[config.mk]
export PLATFORM = sky130hd
export DESIGN_NAME = bcd_scan_disp
export DESIGN_NICKNAME = d
export VERILOG_FILES = /design/src/rtl/bcd_scan_disp.sv
export SDC_FILE = /design/constraint.sdc
export NUM_CORES = 1
export LEC_CHECK = 0
export BUFFER_PORTS_ARGS = -buffer_cell sky130_fd_sc_hd__buf_2
export CAP_MARGIN = 20
export CORE_AREA = 4 4 97 99
export CTS_CLUSTER_DIAMETER = 200
export DETAILED_ROUTE_END_ITERATION = 7
export DIE_AREA = 0 0 101 103
export HOLD_SLACK_MARGIN = 0.06
export PLACE_DENSITY = 0.85
export SLEW_MARGIN = 20
export SYNTH_ARGS = -nofsm -noshare
export SYNTH_HDL_FRONTEND = slang
export SYNTH_SLANG_ARGS = --single-unit
[constraint.sdc]
create_clock -name clk -period 2.5 [get_ports clk]
set_input_delay 0 -clock clk [delete_from_list [all_inputs] [get_ports clk]]
set_output_delay 0 -clock clk [all_outputs]
set_load 0.02 [all_outputs]
[src/rtl/bcd_scan_disp.sv]
// Display stage for a 16-bit counter: latches a binary value on an update strobe,
// converts it to BCD with a sequential double-dabble engine, and scans the four low
// digits onto a common-anode 7-segment display.
`timescale 1ns/1ps

module bcd_scan_disp #(
  parameter int unsigned SCAN_DIV = 1000,  // clocks per digit slot, >= 2
  parameter bit          LZB      = 1'b1   // 1 = blank leading zeros
) (
  input  logic        clk,
  input  logic        rst,
  input  logic [15:0] din,
  input  logic        upd,
  output logic        busy,
  output logic [15:0] bcd,
  output logic        ovf,
  output logic [3:0]  an,
  output logic [6:0]  seg
);

  localparam int unsigned PW = (SCAN_DIV > 1) ? $clog2(SCAN_DIV) : 1;
  localparam logic [PW-1:0] PRE_LAST = PW'(SCAN_DIV - 1);

  localparam logic [1:0] StIdle  = 2'd0;
  localparam logic [1:0] StShift = 2'd1;
  localparam logic [1:0] StDone  = 2'd2;

  // Conversion engine state
  logic [1:0]  state_q, state_d;
  logic [15:0] shreg_q, shreg_d;
  logic [19:0] acc_q, acc_d;
  logic [3:0]  bitcnt_q, bitcnt_d;
  logic        pend_q, pend_d;
  logic [15:0] pend_val_q, pend_val_d;
  logic [15:0] bcd_q, bcd_d;
  logic        ovf_q, ovf_d;

  // Scan state
  logic [PW-1:0] presc_q;
  logic [1:0]    idx_q;
  logic [3:0]    an_q, an_d;
  logic [6:0]    seg_q, seg_d;
  logic [3:0]    digit;
  logic          blank;

  // Add 3 to every BCD nibble that is 5 or more, ahead of the doubling shift
  function automatic logic [19:0] add3(input logic [19:0] a);
    logic [19:0] r;
    r = a;
    for (int i = 0; i < 5; i++) begin
      if (a[i*4 +: 4] >= 4'd5) begin
        r[i*4 +: 4] = a[i*4 +: 4] + 4'd3;
      end
    end
    return r;
  endfunction

  // Active-low segment pattern {g,f,e,d,c,b,a} for one BCD digit
  function automatic logic [6:0] seg_decode(input logic [3:0] d);
    logic [6:0] s;
    case (d)
      4'd0:    s = 7'h40;
      4'd1:    s = 7'h79;
      4'd2:    s = 7'h24;
      4'd3:    s = 7'h30;
      4'd4:    s = 7'h19;
      4'd5:    s = 7'h12;
      4'd6:    s = 7'h02;
      4'd7:    s = 7'h78;
      4'd8:    s = 7'h00;
      4'd9:    s = 7'h10;
      default: s = 7'h7F;
    endcase
    return s;
  endfunction

  logic [19:0] acc_adj;
  assign acc_adj = add3(acc_q);

  // Conversion FSM next-state and pending-update capture
  always_comb begin
    state_d    = state_q;
    shreg_d    = shreg_q;
    acc_d      = acc_q;
    bitcnt_d   = bitcnt_q;
    pend_d     = pend_q;
    pend_val_d = pend_val_q;
    bcd_d      = bcd_q;
    ovf_d      = ovf_q;

    case (state_q)
      StIdle: begin
        if (upd) begin
          shreg_d  = din;
          acc_d    = '0;
          bitcnt_d = '0;
          pend_d   = 1'b0;
          state_d  = StShift;
        end else if (pend_q) begin
          // An update that landed in the final DONE cycle is picked up here
          shreg_d  = pend_val_q;
          acc_d    = '0;
          bitcnt_d = '0;
          pend_d   = 1'b0;
          state_d  = StShift;
        end
      end
      StShift: begin
        {acc_d, shreg_d} = {acc_adj[18:0], shreg_q, 1'b0};
        bitcnt_d = bitcnt_q + 4'd1;
        if (bitcnt_q == 4'd15) begin
          state_d = StDone;
        end
      end
      StDone: begin
        bcd_d = acc_q[15:0];
        ovf_d = |acc_q[19:16];
        if (pend_q) begin
          shreg_d  = pend_val_q;
          acc_d    = '0;
          bitcnt_d = '0;
          pend_d   = 1'b0;
          state_d  = StShift;
        end else begin
          state_d = StIdle;
        end
      end
      default: state_d = StIdle;
    endcase

    // A strobe while busy overrides any clear above; latest value wins
    if (upd && (state_q != StIdle)) begin
      pend_d     = 1'b1;
      pend_val_d = din;
    end
  end

  // Conversion registers
  always_ff @(posedge clk or negedge rst) begin
    if (!rst) begin
      state_q    <= StIdle;
      shreg_q    <= '0;
      acc_q      <= '0;
      bitcnt_q   <= '0;
      pend_q     <= 1'b0;
      pend_val_q <= '0;
      bcd_q      <= '0;
      ovf_q      <= 1'b0;
    end else begin
      state_q    <= state_d;
      shreg_q    <= shreg_d;
      acc_q      <= acc_d;
      bitcnt_q   <= bitcnt_d;
      pend_q     <= pend_d;
      pend_val_q <= pend_val_d;
      bcd_q      <= bcd_d;
      ovf_q      <= ovf_d;
    end
  end

  // Prescaler and digit index
  always_ff @(posedge clk or negedge rst) begin
    if (!rst) begin
      presc_q <= '0;
      idx_q   <= 2'd0;
    end else if (presc_q == PRE_LAST) begin
      presc_q <= '0;
      idx_q   <= idx_q + 2'd1;
    end else begin
      presc_q <= presc_q + PW'(1);
    end
  end

  // Select the active digit and decide whether it is a blanked leading zero
  always_comb begin
    digit = 4'd0;
    blank = 1'b0;
    unique case (idx_q)
      2'd0: begin
        digit = bcd_q[3:0];
        blank = 1'b0;
      end
      2'd1: begin
        digit = bcd_q[7:4];
        blank = LZB && (bcd_q[15:4] == 12'd0);
      end
      2'd2: begin
        digit = bcd_q[11:8];
        blank = LZB && (bcd_q[15:8] == 8'd0);
      end
      2'd3: begin
        digit = bcd_q[15:12];
        blank = LZB && (bcd_q[15:12] == 4'd0);
      end
      default: ;
    endcase
    an_d  = ~(4'b0001 << idx_q);
    seg_d = blank ? 7'h7F : seg_decode(digit);
  end

  // Registered display drive so an and seg always change together
  always_ff @(posedge clk or negedge rst) begin
    if (!rst) begin
      an_q  <= 4'b1111;
      seg_q <= 7'h7F;
    end else begin
      an_q  <= an_d;
      seg_q <= seg_d;
    end
  end

  assign busy = (state_q != StIdle);
  assign bcd  = bcd_q;
  assign ovf  = ovf_q;
  assign an   = an_q;
  assign seg  = seg_q;

endmodule

==> run_results.csv <==
group,metric,value,unit
cts,path_clk_slew,0.10,ns
global_routing,use_met3,4.06,%
cts,cts_sinks,99,
routing,finalWirelength,10000,um
sta,timing.slew.headroom,54.1,%
global_routing,use_met2,33.6,%
global_routing,grt_pass1_vias,3621,
pwr,vdd_ir_drop_max,0.737,mV
pwr,leakagePower,2.58,nW
synth,synth_fp_nets,493,
cts,cts_tree,"done",
worst_setup_path,cp_top_family,"adder cells",
global_routing,grt_pass1_wl,16800,um
pwr,p_switching,1.91,mW
sta,period_minus_slack,2.27,ns
die,core,8550,um^2
die,die_y,103,um
worst_setup_path,critical_path_arrival,2.55,ns
die,pin_count,48,
final_layout,num-nets-final,555,
sta,hold_violations,0,
worst_setup_path,slowest_stage,"mux2i_1",
die,fp.dieW,101,um
synth,synth_flop_cell,"dfrtp_1",
routing,vias,3662,
die,row_count,34,
global_routing,use_met1,26.0,%
pwr,pwr-share-seq,43.7,%
synth,synth_cells,449,
synth,synth_edf_count,0,
routing,routedWlPerCell,16.1,um
routing,drc,0,
sta,finalMaxSlewViolations,0,
cts,cts_buffer_depth,2,
cts,h-tree-depth,3,
sta,worst_pin_slew,0.685,ns
global_routing,grt_usage,20.4,%
final_layout,fill_cells,643,
cts,cts_inserted_buffers,9,
sta,fmax,441,MHz
global_routing,antenna_found_initial,0,
worst_setup_path,cp_max_fo,7,
cts,root_buffer,"clkbuf_8",
synth,ys_ff_latch,99,
global_routing,top_usage_layer,"met2",
synth,syn_area,4910,um^2
worst_setup_path,path_buf_inv,2,
synth,synth_seq_area_share,50.7,%
synth,syn_avg_cell_area,10.9,um^2
routing,drt_pass1_iterations,7,
sta,fin_skew,0.00881,ns
cts,clock_latency,0.36,ns
place,place_congestion,0.877,
place,dp_hpwl,6810,um
sta,layout_setup_ws,0.230,ns
die,start_util,57.5,%
hold_path,hold_path_class,"in2async",
synth,ys_types,51,
routing,first_iter_violations,251,
worst_setup_path,start_kind,"register",
die,dieArea,10400,um^2
synth,yosysWarnings,0,
pwr,swShare,38.1,%
global_routing,overflow,0,
worst_setup_path,cpPeakStageDelay,0.48,ns
synth,ys_async_sr_fraction,100,%
routing,final_antenna_net_count,0,
cts,cts_setup_buffers,0,
pwr,clkPwrFrac,19.2,%
cts,ctsResizeCount,0,
sta,period_share,90.8,%
place,dp_cells,590,
run,maxCapViolations,0,
global_routing,grt_max_degree,56,
routing,vias_per_cell,5.87,
worst_setup_path,required,2.79,ns
place,dpl_worst_slack,0.239,ns
final_layout,final_cells,624,
sta,setup_viol,0,
pwr,power.density,893,nW/um^2
final_layout,final_cell_mix,"dfrtp_1 (88), buf_2 (46), nand2_1 (39)",
worst_setup_path,crit_type,"reg2reg",
worst_setup_path,r2r_slack,0.23,ns
final_layout,area_growth,14.0,%
worst_setup_path,worstSetupEndpointType,"register",
final_layout,layout-drive-gt1-share,22.7,%
sta,rsz0062_at_grt,"no",
sta,setup_tns,0,ns
place,io_buffers,47,
final_layout,final_common_cell,"dfrtp_1",
outcome,outcome,"finished, final reports clean",
pwr,p_int,3.09,mW
final_layout,diodes,0,
pwr,power_frac_comb,37.1,%
worst_setup_path,worstPathCellList,"inv_1 -> ha_1 -> mux2i_1 -> inv_1 -> ha_1 -> and2_1 -> o21ai_1",
## layout make-up
cell class              instances  area (um^2)  area share [%]
flip-flops and latches         99         2490            44.5
repair buffers                 72          483            8.62
multi-input cells             298         2190            39.2
well taps                     108          135            2.41
inverters                      31          116            2.08
clock inverters                 7         57.6            1.03
clock buffers                   9          124            2.21
## path summary, 6_finish.rpt
check                                startpoint                        end  depth (start not counted)
setup / recovery           idx_q[0]$_DFFE_PN0N_           seg[1]$_DFF_PN1_                          7
hold / removal                              rst      acc_q[11]$_DFFE_PN0P_                          2
setup reg to reg           idx_q[0]$_DFFE_PN0N_           seg[1]$_DFF_PN1_                          7
hold reg to reg            presc_q[0]$_DFF_PN0_       presc_q[0]$_DFF_PN0_                          1
max in group asynchronous                   rst            an[0]$_DFF_PN1_                          3
min in group clk                         din[6]  pend_val_q[6]$_DFFE_PN0P_                          3
## logic make-up (layout without fill, tap and decap cells)
family,Yosys count,in the layout,share of synthesized area [%]
simple gates,104,104,10.6
xor+xnor,14,14,2.49
mux,41,41,9.24
flops,99,99,50.7
buf+inv,52,119,4.71
fa+ha+maj,25,25,6.36
compound gates,114,114,15.9
## cells in the mapped netlist (2+ instances only)
cell type	instances	share of area (%)
dfrtp_1	88	45
nand2_1	39	3.0
inv_1	31	2.4
o21ai_0	30	3.1
mux2_2	29	6.6
ha_1	25	6.4
a21oi_1	18	1.8
a222oi_1	18	3.7
o21ai_1	16	1.6
nor2_1	15	1.1
a22o_1	14	2.5
dfstp_2	11	5.9
nand3_1	11	1.1
buf_2	10	1.0
clkbuf_1	8	0.61
mux2i_1	8	1.6
xnor2_1	8	1.4
nand2b_1	7	0.89
nor3b_1	6	0.92
xor2_1	6	1.1
and3_1	4	0.51
nor2b_1	4	0.51
and2_1	3	0.38
mux2_1	3	0.69
nand4_1	3	0.38
nor3_1	3	0.31
o2bb2ai_1	3	0.53
a211oi_1	2	0.31
a31oi_1	2	0.25
or3_1	2	0.25
or4_1	2	0.31
## flip-flops by register name (all words and copies together), names as in the netlist
register    flops
presc_q        10
pend_val_q     16
bitcnt_q        4
pend_q          1
state_q         2
seg             7
idx_q           2
bcd            16
shreg_q        16
an              4
acc_q          20
ovf             1
## power groups by stage
stage,registers (mW),logic (mW),clock network [mW]
5_1_grt,2.23,2.06,1.05
3_3_place_gp,2.19,1.73,0
2_1_floorplan,2.22,1.33,0
4_1_cts,2.18,1.84,0.984
3_5_place_dp,2.21,1.82,0
6_report,2.18,1.86,0.959
## metal layers
metal	routed length (um)	vias to the layer above
li1	-	1742
met3	647	17
met5	0	-
met4	221	0
met1	4170	1764
met2	4990	139
## stage by stage
stage	instance area [um^2]	total power, mW	hold slack [ns]	util [%]
detailed placement	5240	4.03	0.0407	61.3
global placement	5240	3.92	0.0376	61.3
floorplan	4910	3.55	-0.296	-
CTS	5600	5.01	0.194	65.5
global route	5600	5.33	0.222	65.5
finish	5600	5.00	0.187	65.5
## timing repair
action                                  in CTS  in global routing
endpoints found under the setup margin       0                  0
hold buffers                                18                  0
hold endpoints to repair                    79                  0
No activity file was read; power rests on OpenSTA's default activity.
